==> config.mk <==
export PLATFORM = sky130hd
export DESIGN_NAME = code_entry
export DESIGN_NICKNAME = d
export VERILOG_FILES = /design/src/rtl/code_entry.sv
export SDC_FILE = /design/constraint.sdc
export NUM_CORES = 1
export LEC_CHECK = 0
export ABC_AREA = 1
export CAP_MARGIN = 20
export CORE_ASPECT_RATIO = 0.75
export CORE_MARGIN = 4
export CORE_UTILIZATION = 49
export CTS_CLUSTER_DIAMETER = 60
export DETAILED_ROUTE_END_ITERATION = 8
export HOLD_SLACK_MARGIN = 0.1
export MAX_ROUTING_LAYER = met4
export PLACE_DENSITY_LB_ADDON = 0.05
export SKIP_CTS_REPAIR_TIMING = 1
export SLEW_MARGIN = 0
export SYNTH_ARGS = -nofsm -noshare
export SYNTH_HDL_FRONTEND = slang
export SYNTH_SLANG_ARGS = --single-unit
export TNS_END_PERCENT = 5
==> constraint.sdc <==
create_clock -name clk -period 1.6 [get_ports clk]
set_clock_uncertainty 0.05 [all_clocks]
set_input_delay 0.16 -clock clk [delete_from_list [all_inputs] [get_ports clk]]
set_output_delay 0.16 -clock clk [all_outputs]
set_load 0.01 [all_outputs]
==> src/rtl/code_entry.sv <==
// code_entry: per-player enter-button conditioner and symbol assembler.
// Debounced presses capture SW into a 4-symbol code offered over valid/ready.
module code_entry #(
    parameter int unsigned DEBOUNCE_CYCLES = 4,
    parameter int unsigned DIGITS          = 4,
    parameter int unsigned DIGIT_W         = 3
) (
    input  logic                              clk,
    input  logic                              reset,
    input  logic                              enable,
    input  logic                              clear,
    input  logic                              enter,
    input  logic [DIGIT_W-1:0]                SW,
    input  logic                              code_ready,
    output logic [DIGITS*DIGIT_W-1:0]         code,
    output logic                              code_valid,
    output logic [DIGITS*DIGIT_W-1:0]         partial,
    output logic [$clog2(DIGITS+1)-1:0]       digit_count,
    output logic                              enter_pulse
);

    localparam int unsigned CODE_W = DIGITS * DIGIT_W;
    localparam int unsigned CNT_W  = $clog2(DIGITS + 1);
    localparam int unsigned DB_W   = (DEBOUNCE_CYCLES > 1) ? $clog2(DEBOUNCE_CYCLES) : 1;

    typedef enum logic [1:0] {
        IDLE    = 2'd0,
        COLLECT = 2'd1,
        HOLD    = 2'd2
    } state_t;

    logic            s1, s2, db;
    logic [DB_W-1:0] db_cnt;
    logic            db_last;
    logic            rise;

    state_t              state, state_nxt;
    logic [CODE_W-1:0]   partial_nxt, code_nxt;
    logic [CNT_W-1:0]    count_nxt;
    logic                valid_nxt;

    assign db_last = (db_cnt == DB_W'(DEBOUNCE_CYCLES - 1));
    // Rise event: the edge at which the debounced level flips 0->1.
    assign rise    = s2 && !db && db_last;

    // Synchroniser, debouncer and registered rise strobe.
    always_ff @(posedge clk) begin
        if (!reset) begin
            s1          <= 1'b0;
            s2          <= 1'b0;
            db          <= 1'b0;
            db_cnt      <= '0;
            enter_pulse <= 1'b0;
        end else begin
            s1          <= enter;
            s2          <= s1;
            enter_pulse <= rise;
            if (s2 == db) begin
                db_cnt <= '0;
            end else if (db_last) begin
                db     <= s2;
                db_cnt <= '0;
            end else begin
                db_cnt <= db_cnt + DB_W'(1);
            end
        end
    end

    // State and registered outputs.
    always_ff @(posedge clk) begin
        if (!reset) begin
            state       <= IDLE;
            partial     <= '0;
            digit_count <= '0;
            code        <= '0;
            code_valid  <= 1'b0;
        end else begin
            state       <= state_nxt;
            partial     <= partial_nxt;
            digit_count <= count_nxt;
            code        <= code_nxt;
            code_valid  <= valid_nxt;
        end
    end

    // Next state: clear/disable beats accept, accept beats capture.
    always_comb begin
        state_nxt   = state;
        partial_nxt = partial;
        count_nxt   = digit_count;
        code_nxt    = code;
        valid_nxt   = code_valid;
        if (clear || !enable) begin
            partial_nxt = '0;
            count_nxt   = '0;
            code_nxt    = '0;
            valid_nxt   = 1'b0;
            state_nxt   = (enable && clear) ? COLLECT : IDLE;
        end else begin
            case (state)
                IDLE: begin
                    partial_nxt = '0;
                    count_nxt   = '0;
                    state_nxt   = COLLECT;
                end
                COLLECT: begin
                    if (rise) begin
                        // Slot 0 is the most significant symbol.
                        for (int i = 0; i < DIGITS; i++) begin
                            if (digit_count == CNT_W'(i)) begin
                                partial_nxt[(DIGITS-1-i)*DIGIT_W +: DIGIT_W] = SW;
                            end
                        end
                        count_nxt = digit_count + CNT_W'(1);
                        if (digit_count == CNT_W'(DIGITS - 1)) begin
                            code_nxt  = partial_nxt;
                            valid_nxt = 1'b1;
                            state_nxt = HOLD;
                        end
                    end
                end
                HOLD: begin
                    if (code_ready) begin
                        valid_nxt   = 1'b0;
                        partial_nxt = '0;
                        count_nxt   = '0;
                        state_nxt   = COLLECT;
                    end
                end
                default: begin
                    state_nxt = IDLE;
                end
            endcase
        end
    end

endmodule

==> out/metrics.yaml <==
dp_hpwl_mm: 2.77
timing.hold.ws_ns: 0.346
yosysMostFrequentCell: "nor2_1"
cts_sinks: 36
start_util: 0.510
synthTopCellsByCount: "61 x nor2_1, 60 x nand2_1, 36 x dfxtp_1"
grt_max_degree: 25
rows: 18
startpoint_type: "flop"
rr_endpoint: "code[4]"
power.leakage_nw: 0.925
cts_buffers: 5
netlist_area_um2: 1690
maxSlewViolCount: 0
ys_seq_area_frac: 0.427
path_class: "reg -> out"
ys_seq_elements: 36
syn_to_final_growth_pct: 35.0
drive_gt1_frac: 0.108
p_per_area_nw_per_um2: 837
hold_viol: 0
die-area_um2: 4460
cts-root-buf: "clkbuf_8"
min_from: "enter"
drt_iter0_markers: 118
gp_congestion: 0.791
num-nets-final: 311
power.total_mw: 1.91
die_h_um: 58.8
hold_end: "s1"
antenna_cells: 0
syn_avg_cell_area_um2: 6.84
reg2regPathDepth: 8
path_clk_slew_ns: 0.07
port_buffers: 37
cts_tree: "built"
grt_pass1_vias: 1471
endpoint_kind: "output pin"
max-slew-margin-rel: 0.779
max_freq_mhz: 667
avgRoutedWirePerCell_um: 11.5
wl_mm: 3.86
hold_path_class: "in -> reg"
maxCapViolCount: 0
fill_cells: 288
tightestPinTransition_ns: 0.328
overflow: 0
min_path_cells: 3
synthCells: 247
async_flop_share: 0
clk_latency_ns: 0.29
io_pins: 38
synth.distinct_cells: 18
core-area_um2: 3310
vias: 1596
synth_top_flop_cell: "dfxtp_1"
post-route-drc-count: 0
antenna_found_initial: 0
clk_path_buf_depth: 2
grt_pass1_wl_mm: 6.76
drtPass1Iterations: 4
syn_nets: 263
synth.largest_area_cell: "dfxtp_1"
die_w_um: 75.8
grt_use_total: 0.207
ir_drop_v: 0.000519
synth_area_leaders: "dfxtp_1 43%, nor2_1 14%, nand2_1 13%"
worstPathMaxFanout: 5
setup_viol: 0
antenna_left: 0
h-tree-depth: 2
period_needed_ns: 1.50
status: "finished clean"
r2r_start: "digit_count[2]"
cp.arrival_ns: 1.29
synth_edf_count: 0
vias_per_cell: 4.75
required_ns: 1.39
period_share: 0.937
yosysTopAreaCellShare: 0.427
ys_warn_count: 0
reg2reg_slack_ns: 0.12
## power breakdown
group	switching (mW)	total (mW)	internal, mW
sequential	0.00891	0.917	0.908
combinational	0.109	0.191	0.0820
clock	0.339	0.799	0.461
## layout make-up
class / instances / area [um2] / area share
clock buffers: 5 / 68.8 / 0.0302
clock inverters: 3 / 42.5 / 0.0187
inverters: 32 / 120 / 0.0527
multi-input cells: 173 / 806 / 0.353
flip-flops and latches: 36 / 722 / 0.317
well taps: 40 / 50.0 / 0.0220
repair buffers: 47 / 470 / 0.206
## through the flow
step	utilization	setup TNS [ns]	cells	setup slack, ns	cell area, um2
global placement	0.651	0	328	0.0980	2160
floorplan	-	0	247	0.0593	1690
CTS	0.685	0	336	0.0633	2270
detailed placement	0.651	0	328	0.0874	2160
finish	0.689	0	336	0.101	2280
global route	0.689	-0.00188	336	-0.00188	2280
## state kept, by name (all words and copies together) (netlist names)
name         count
s1               1
digit_count      3
state            2
db_cnt           2
code            12
code_valid       1
partial         12
enter_pulse      1
s2               1
db               1
## worst max-delay path, stage by stage, from the launching register on
cell and delay (ns):
dfxtp_1 0.34, buf_4 0.13, clkdlybuf4s50_1 0.53
## how the worst max path moves through the flow
| stage | start | end | depth (start not counted) | slack, ns |
|---|---|---|---|---|
| floorplan | digit_count[0] | code[10] | 8 | 0.06 |
| global placement | digit_count[0] | code[10] | 8 | 0.1 |
| detailed placement | digit_count[0] | code[11] | 8 | 0.09 |
| CTS | digit_count[1] | digit_count[1] | 2 | 0.06 |
| global route | digit_count[0] | code[4] | 8 | -0.002 |
| finish | digit_count[0] | digit_count[0] | 2 | 0.10 |
## placed cells by master (no fill, tap or decap)
| cell type | synthesis | layout |
|---|---|---|
| o21ai_0 | 29 | 24 |
| nand3_1 | 2 | 2 |
| clkdlybuf4s50_1 | 0 | 37 |
| buf_12 | 0 | 2 |
| nor2_1 | 61 | 61 |
| a21oi_1 | 5 | 5 |
| dfxtp_2 | 0 | 1 |
| clkinvlp_4 | 0 | 1 |
| clkinv_2 | 0 | 1 |
| bufinv_16 | 0 | 1 |
| o21ai_1 | 1 | 5 |
| nand2_2 | 3 | 5 |
| o21ai_2 | 1 | 2 |
| inv_2 | 2 | 2 |
| ha_1 | 7 | 6 |
| ha_2 | 0 | 1 |
| nand3_2 | 1 | 1 |
| dfxtp_1 | 36 | 35 |
| inv_1 | 30 | 30 |
| o211ai_1 | 1 | 1 |
| buf_4 | 2 | 8 |
| nor2_4 | 2 | 2 |
| clkbuf_8 | 0 | 5 |
| nand2_1 | 60 | 58 |
## cell families (layout without fill, tap and decap cells)
group / count (synthesis) / after routing / synth area share
AND/OR/NAND/NOR: 129 / 129 / 0.305
buffers and inverters: 38 / 87 / 0.103
AO/OA/AOI/OAI: 37 / 37 / 0.113
flip-flops: 36 / 36 / 0.427
adder cells (fa/ha/maj): 7 / 7 / 0.0518
## routing by layer
| metal | GRT usage | vias up | routed length, um |
|---|---|---|---|
| met5 | - | - | 0 |
| met4 | 0.0748 | 0 | 62 |
| met3 | 0.0461 | 8 | 263 |
| met2 | 0.276 | 46 | 1560 |
| met1 | 0.303 | 690 | 1970 |
| li1 | - | 852 | - |
No activity file was read; power rests on OpenSTA's default activity.
